`config.mk`:
```
export PLATFORM = sky130hd
export DESIGN_NAME = big_endian_mem_arbiter
export DESIGN_NICKNAME = d
export VERILOG_FILES = /design/src/rtl/big_endian_mem_arbiter.sv
export SDC_FILE = /design/constraint.sdc
export NUM_CORES = 1
export LEC_CHECK = 0
export ABC_CLOCK_PERIOD_IN_PS = 1500
export CAP_MARGIN = 20
export CORE_ASPECT_RATIO = 0.6
export CORE_MARGIN = 1.5
export CORE_UTILIZATION = 32
export CTS_BUF_LIST = sky130_fd_sc_hd__clkbuf_16
export DETAILED_ROUTE_END_ITERATION = 6
export HOLD_SLACK_MARGIN = 0.08
export PLACE_DENSITY = 0.77
export SLEW_MARGIN = 20
export SYNTH_ARGS = -nofsm -noshare
export SYNTH_HDL_FRONTEND = slang
export SYNTH_SLANG_ARGS = --single-unit
```
`constraint.sdc`:
```
create_clock -name clk -period 1.5 [get_ports clk]
set_input_delay 0.3 -clock clk [delete_from_list [all_inputs] [get_ports clk]]
set_output_delay 0.3 -clock clk [all_outputs]
set_load 0.02 [all_outputs]
```
`src/rtl/big_endian_mem_arbiter.sv`:
```
// ============================================================================
// Module   : big_endian_mem_arbiter
// Brief    : Two-port request arbiter/sequencer for a big-endian word memory.
//            Define MEM_ARB_ROUND_ROBIN_EN for round-robin, else A has priority.
// Revision : 1.0 - initial release
// ============================================================================
`default_nettype none

module big_endian_mem_arbiter #(
   parameter int ADDR_W = 16,
   parameter int DATA_W = 32
) (
   input  logic              clk,
   input  logic              rst_n,
   // requester A
   input  logic              a_req_valid,
   output logic              a_req_ready,
   input  logic              a_req_we,
   input  logic [ADDR_W-1:0] a_req_addr,
   input  logic [1:0]        a_req_byte_sel,
   input  logic [DATA_W-1:0] a_req_wdata,
   output logic              a_rsp_valid,
   input  logic              a_rsp_ready,
   output logic [DATA_W-1:0] a_rsp_rdata,
   output logic [7:0]        a_rsp_byte,
   // requester B
   input  logic              b_req_valid,
   output logic              b_req_ready,
   input  logic              b_req_we,
   input  logic [ADDR_W-1:0] b_req_addr,
   input  logic [1:0]        b_req_byte_sel,
   input  logic [DATA_W-1:0] b_req_wdata,
   output logic              b_rsp_valid,
   input  logic              b_rsp_ready,
   output logic [DATA_W-1:0] b_rsp_rdata,
   output logic [7:0]        b_rsp_byte,
   // memory command port
   output logic [ADDR_W-1:0] mem_addr,
   output logic [1:0]        mem_byte_sel,
   output logic              mem_we,
   output logic              mem_re,
   output logic [DATA_W-1:0] mem_data,
   input  logic [DATA_W-1:0] mem_read_data,
   input  logic [7:0]        mem_data_out_byte
);

   localparam logic [1:0] S_IDLE  = 2'd0;
   localparam logic [1:0] S_ISSUE = 2'd1;
   localparam logic [1:0] S_RESP  = 2'd2;

   localparam logic C_OWN_A = 1'b0;
   localparam logic C_OWN_B = 1'b1;

   logic [1:0]        r_state;
   logic [1:0]        w_state_nxt;
   logic              r_owner;
   logic              r_cmd_we;
   logic [ADDR_W-1:0] r_cmd_addr;
   logic [1:0]        r_cmd_bsel;
   logic [DATA_W-1:0] r_cmd_wdata;
   logic              w_grant_a;
   logic              w_grant_b;
   logic              w_accept;
   logic              w_owner_rsp_ready;

`ifdef MEM_ARB_ROUND_ROBIN_EN
   logic r_last_grant;

   always_ff @(posedge clk or negedge rst_n) begin
      if (!rst_n) begin
         r_last_grant <= C_OWN_B;
      end else if (w_accept) begin
         r_last_grant <= w_grant_b;
      end
   end

   // On contention the requester that was not served last wins
   assign w_grant_b = b_req_valid & (~a_req_valid | (r_last_grant == C_OWN_A));
`else
   assign w_grant_b = b_req_valid & ~a_req_valid;
`endif

   assign w_grant_a         = a_req_valid & ~w_grant_b;
   assign w_accept          = (r_state == S_IDLE) & (w_grant_a | w_grant_b);
   assign w_owner_rsp_ready = (r_owner == C_OWN_B) ? b_rsp_ready : a_rsp_ready;

   always_ff @(posedge clk or negedge rst_n) begin
      if (!rst_n) begin
         r_state <= S_IDLE;
      end else begin
         r_state <= w_state_nxt;
      end
   end

   always_ff @(posedge clk or negedge rst_n) begin
      if (!rst_n) begin
         r_owner     <= C_OWN_A;
         r_cmd_we    <= 1'b0;
         r_cmd_addr  <= '0;
         r_cmd_bsel  <= 2'b00;
         r_cmd_wdata <= '0;
      end else if (w_accept) begin
         r_owner     <= w_grant_b;
         r_cmd_we    <= w_grant_b ? b_req_we       : a_req_we;
         r_cmd_addr  <= w_grant_b ? b_req_addr     : a_req_addr;
         r_cmd_bsel  <= w_grant_b ? b_req_byte_sel : a_req_byte_sel;
         r_cmd_wdata <= w_grant_b ? b_req_wdata    : a_req_wdata;
      end
   end

   always_comb begin
      w_state_nxt = r_state;
      case (r_state)
         S_IDLE:  if (w_accept) w_state_nxt = S_ISSUE;
         S_ISSUE: w_state_nxt = S_RESP;
         S_RESP:  if (w_owner_rsp_ready) w_state_nxt = S_IDLE;
         default: w_state_nxt = S_IDLE;
      endcase
   end

   always_comb begin
      a_req_ready  = 1'b0;
      b_req_ready  = 1'b0;
      a_rsp_valid  = 1'b0;
      b_rsp_valid  = 1'b0;
      a_rsp_rdata  = '0;
      b_rsp_rdata  = '0;
      a_rsp_byte   = 8'h00;
      b_rsp_byte   = 8'h00;
      mem_addr     = '0;
      mem_byte_sel = 2'b00;
      mem_we       = 1'b0;
      mem_re       = 1'b0;
      mem_data     = '0;
      case (r_state)
         S_IDLE: begin
            a_req_ready = w_grant_a;
            b_req_ready = w_grant_b;
         end
         S_ISSUE: begin
            mem_addr     = r_cmd_addr;
            mem_byte_sel = r_cmd_bsel;
            mem_data     = r_cmd_wdata;
            mem_we       = r_cmd_we;
            mem_re       = ~r_cmd_we;
         end
         S_RESP: begin
            // Memory read outputs hold in RESP since mem_re is low
            if (r_owner == C_OWN_A) begin
               a_rsp_valid = 1'b1;
               if (!r_cmd_we) begin
                  a_rsp_rdata = mem_read_data;
                  a_rsp_byte  = mem_data_out_byte;
               end
            end else begin
               b_rsp_valid = 1'b1;
               if (!r_cmd_we) begin
                  b_rsp_rdata = mem_read_data;
                  b_rsp_byte  = mem_data_out_byte;
               end
            end
         end
         default: ;
      endcase
   end

endmodule

`default_nettype wire

```
======== Word level (Yosys, flattened, before mapping) ========
Cells that the tools add are included.
operators by class
  eq/ne operators ......................... 4
  muxes and demuxes ....................... 29
  bitwise gates (word level) .............. 7
  reduce and logical (&&, ||, !) cells .... 2
operator list
  kind                count
  $mux 32             7
  $mux 8              5
  $mux 16             2
  $mux 1              10
  $mux 2              4
  $pmux 2 s3          1
  $ne 2x2->1 const B  2
  $and 1x1->1         3
  $not 1->1           3
  $eq 2x1->1 const B  1
  $eq 2x2->1 const B  1
  $logic_not 2->1     1
  $reduce_and 2->1    1
  $or 1x1->1          1
storage, ports and cells
  bits of input ports ..................... 148
  output and inout port bits .............. 136
  bits in registers ....................... 54
  word-level logic and storage cells ...... 48

======== Logic depth before layout (Yosys ltp) ========
Gate-level depths: netlist (run 1).
  depth after elaboration ................. 8
  mapped depth ............................ 5
  mapped depth without buffers ............ 3

======== Least setup slack after synthesis (run 1) ========
No wires, ideal clock.
  kind .................................... register to output
  from .................................... register r_state[0]
  to ...................................... output a_rsp_byte[7]
  setup slack ............................. -0.047 ns
  data arrival time ....................... 1.247 ns
  cell stages (with the launch flop) ...... 6
  data required time ...................... 1.200 ns
  cells stage by stage .................... dfrtp_1 > nor2b_1 > nand2b_1 > clkbuf_1 > clkbuf_1 > nor2_1
between the ends
  longest elaborated chain between the ends .. 2
RTL lines
  item                    RTL line  text
  from (decl)             54        logic [1:0] r_state;
  from (signal assigned)  91        r_state <= w_state_nxt;
  $eq 2x2->1              135       case (r_state)
  $mux 8                  135
  to (decl)               25        output logic [7:0] a_rsp_byte,
Every way passes these cells.

======== Worst setup path in the final report (run 1) ========
Same ends and word-level chain as after synthesis.

==> metrics.log, run 1 <==
[metrics] status: complete, but fails checks
[metrics] violations in the final reports: setup timing
[metrics] level count of the clock H-tree: 2
[metrics] arrival time at the worst endpoint: 1.58 ns
[metrics] clock transition at the registers of the reported paths: 0.07 ns
[metrics] core area: between 10000 and 15000 um2
[metrics] worst vdd rail ir drop: 680 uV
[metrics] share of cells above drive strength 1: 0.425
[metrics] wire length after detailed routing: between 10000 and 15000 um
[metrics] worst endpoint required time: around 1.2 ns
[metrics] summed area of non-filler cells in the final layout: 7210 um2
[metrics] CP Max Fanout: 14
[metrics] cell-by-cell listing of the critical path: nor2b_2 -> nand2b_1 -> buf_4 -> nor2_1 -> clkdlybuf4s15_2
[metrics] Gate Count Post-Synth: between 300 and 400
[metrics] # rows: 31
[metrics] number of inserted filler cells in the final layout: between 1000 and 1500
[metrics] number of global-route vias before repair: 3734
[metrics] startpoint type of the worst setup path: register
[metrics] post-detailed-placement half-perimeter wirelength: between 10000 and 15000 um
[metrics] maximum number of buffers from clock root to sink: 2
[metrics] relative area change from synthesis to final layout: 79.1%
[metrics] I/O pin count: about 280
[metrics] overflow left after global routing: 0
[metrics] buffering stage count on the worst path with inverters included: 2
[metrics] maximum frequency from static timing analysis: 0.532 GHz
[metrics] sequential fraction of the synthesis area: 0.336
[metrics] area occupied by multi-input gates: roughly 2500 um2
[metrics] slew at the pin closest to its max-slew limit: approximately 0.29 ns
[metrics] Ys Warns: 0
[metrics] Post-Route Skew: between 0.006 and 0.007 ns
[metrics] WS Path Type: reg -> out
[metrics] Min-Delay Path Class: reg -> reg
[metrics] die area: approximately 13000 um2
[metrics] relative slew slack: 0.810
[metrics] final-report max-slew violation count: 0
[metrics] CTS tree: yes
[metrics] Final Cycle Share: 1.25
[metrics] tightest hold margin: 0.504 ns
[metrics] setup repair after global routing missed its margin: yes
[metrics] clk_lat worst skew: between 0.2 and 0.3 ns
[metrics] endpoints failing setup: roughly 190
[metrics] number of port buffers: about 280
[metrics] Detail Route Antenna Nets: 0
[metrics] area used by sequential logic in the layout: between 1000 and 1500 um2
[metrics] number of antenna violations at the first check in global routing: 0
[metrics] category of cells accounting for the largest share of critical-path delay: buffers and inverters
[metrics] clock net sink count: 54
[metrics] number of antenna cells inserted: 0
[metrics] Critical Path End Type: output port
[metrics] mean post-synth cell area: about 11 um2
[metrics] Post-route DRC: 0
[metrics] TNS Setup: -44.73 ns
[metrics] initial detailed-routing violation count: 150
[metrics] maximum number of pins on one net before global-route repair: 55
[metrics] Unique masters post-synth: 20
[metrics] clock root buffer: sky130_fd_sc_hd__clkbuf_16
[metrics] max cap viols: 0
[metrics] slowest cell delay on critical path: roughly 0.39 ns
[metrics] first-pass GRT wire length: 19900 um
[metrics] net count after synthesis: approximately 520
[metrics] via/cell ratio: between 4 and 5
[metrics] Placed Instance Area: a little over 7000 um2
[metrics] slowest cell on the critical path: sky130_fd_sc_hd__dfrtp_1
[metrics] final hold violations: 0
[metrics] Power per Cell Area: roughly 1500 nW/um2
[metrics] routed length per placed instance: approximately 16 um
[metrics] total number of nets in the final design: between 800 and 900
[metrics] synthesized cell area: 4030 um2
[metrics] Die Width: between 100 and 150 um
[metrics] final estimated routing congestion in global placement: 0.880
[metrics] detailed-routing iteration count for the pre-antenna-repair pass: 4
[metrics] post-layout min period: between 1.5 and 2 ns
[metrics] leakage dissipation: about 3.4 nW
[metrics] count of vias placed by the detailed router: ~3700
[metrics] setup slack after layout: -0.381 ns
[metrics] #FFs+latches synth: 54
[metrics] GRT Util Overall: 0.188
[metrics] initial core utilization: 0.331
[metrics] Inserted Clock Buffers: 5
[metrics] height of the die: 89.9 um
## placed cells by master, fill, tap and decap left out, drive strengths merged, types with 3 or more instances in the layout
cell | netlist | final
and2 | 52 | 52
clkbuf | 18 | 11
mux2 | 102 | 102
clkdlybuf4s50 | 0 | 146
dfrtp | 54 | 54
nand2b | 42 | 42
nor2b | 3 | 3
nor2 | 82 | 82
inv | 2 | 3
clkdlybuf4s15 | 0 | 46
buf | 12 | 106
## cells by family (layout without fill, tap and decap cells)
kind of cell           count (synthesis)  count (layout)  share of synthesized area
AO/OA/AOI/OAI                          3               3                    0.00497
buffers and inverters                 32             316                     0.0507
AND/OR/NAND/NOR                      181             181                      0.230
flip-flops                            54              54                      0.336
multiplexers                         103             103                      0.379
## what timing repair did
action	in CTS	in global routing
endpoints found under the setup margin	187	187
hold buffers	1	0
pin swaps	0	1
endpoints found under the hold margin	54	0
buffers inserted	0	0
resized for setup	494	89
gates cloned	0	1
## registers in the layout (all words and copies together), names as in the netlist
signal / count
r_cmd_wdata: 32
r_cmd_addr: 16
r_cmd_bsel: 2
r_state: 2
r_cmd_we: 1
r_owner: 1
## worst paths after layout
| kind | end | start | cells after the start | slack [ns] |
|---|---|---|---|---|
| worst max-delay path | a_rsp_byte[7] | r_state[0] | 5 | -0.38 |
| worst min-delay path | r_cmd_wdata[16] | r_cmd_wdata[16] | 1 | 0.50 |
| worst max register to register | r_cmd_addr[12] | r_state[1] | 6 | -0.09 |
| worst min register to register | r_cmd_wdata[16] | r_cmd_wdata[16] | 1 | 0.50 |
| max in group asynchronous | r_state[1] | rst_n | 3 | 0.72 |
| min in group asynchronous | r_cmd_addr[1] | rst_n | 3 | 0.53 |
## synthesized netlist by cell type
master,count,share of area
sky130_fd_sc_hd__nor2_1,82,0.076
sky130_fd_sc_hd__nand2_1,1,0.00093
sky130_fd_sc_hd__nor3_1,1,0.0012
sky130_fd_sc_hd__dfrtp_1,54,0.34
sky130_fd_sc_hd__nand2b_1,42,0.065
sky130_fd_sc_hd__nor2b_1,3,0.0047
sky130_fd_sc_hd__buf_4,5,0.0093
sky130_fd_sc_hd__mux2_4,98,0.37
sky130_fd_sc_hd__and2_1,51,0.079
sky130_fd_sc_hd__buf_2,1,0.0012
sky130_fd_sc_hd__clkbuf_1,18,0.017
sky130_fd_sc_hd__and2_2,1,0.0019
sky130_fd_sc_hd__a21o_1,1,0.0019
sky130_fd_sc_hd__o21a_1,1,0.0019
sky130_fd_sc_hd__a21oi_1,1,0.0012
sky130_fd_sc_hd__inv_1,2,0.0019
sky130_fd_sc_hd__mux2i_1,1,0.0025
sky130_fd_sc_hd__buf_6,1,0.0028
sky130_fd_sc_hd__buf_8,5,0.019
sky130_fd_sc_hd__mux2_2,4,0.011
## power breakdown
group / switching (mW) / internal, mW / total, mW
Sequential: 0.414 / 2.21 / 2.63
Clock: 0.486 / 0.781 / 1.27
Combinational: 3.25 / 3.89 / 7.14
## per-stage QoR
stage                     std cells  power (mW)  setup WS, ns  utilization
after floorplan                 373        6.87       -0.0466            -
after detailed placement        812        9.90        -0.493        0.587
final                           822        11.0        -0.381        0.592
after CTS                       821        11.0        -0.384        0.600
after global placement          812        9.77        -0.489        0.587
after global routing            822        11.7        -0.468        0.592
## per-layer routing
metal | vias to the layer above | part of all wire | track usage
met5 | - | 0 | 0
met2 | 141 | 0.47 | 0.312
met1 | 1745 | 0.46 | 0.253
met3 | 8 | 0.069 | 0.0442
li1 | 1771 | - | -
met4 | 0 | 0.0053 | 0.0297
## area by class of cell
class	count	area share
sequential	54	0.187
multi-input combinational	287	0.349
timing repair buffer	306	0.411
tap	165	0.0286
inverter	2	0.00104
clock buffer	5	0.0174
clock inverter	3	0.00573
No activity file was read; power rests on OpenSTA's default activity.
==> inputs of run 2 (changes only) <==
Settings changed: SLEW_MARGIN 20 to unset.
==> results of run 2 <==
Same layout as run 1: the final DEF is identical, and so are final timing and power.
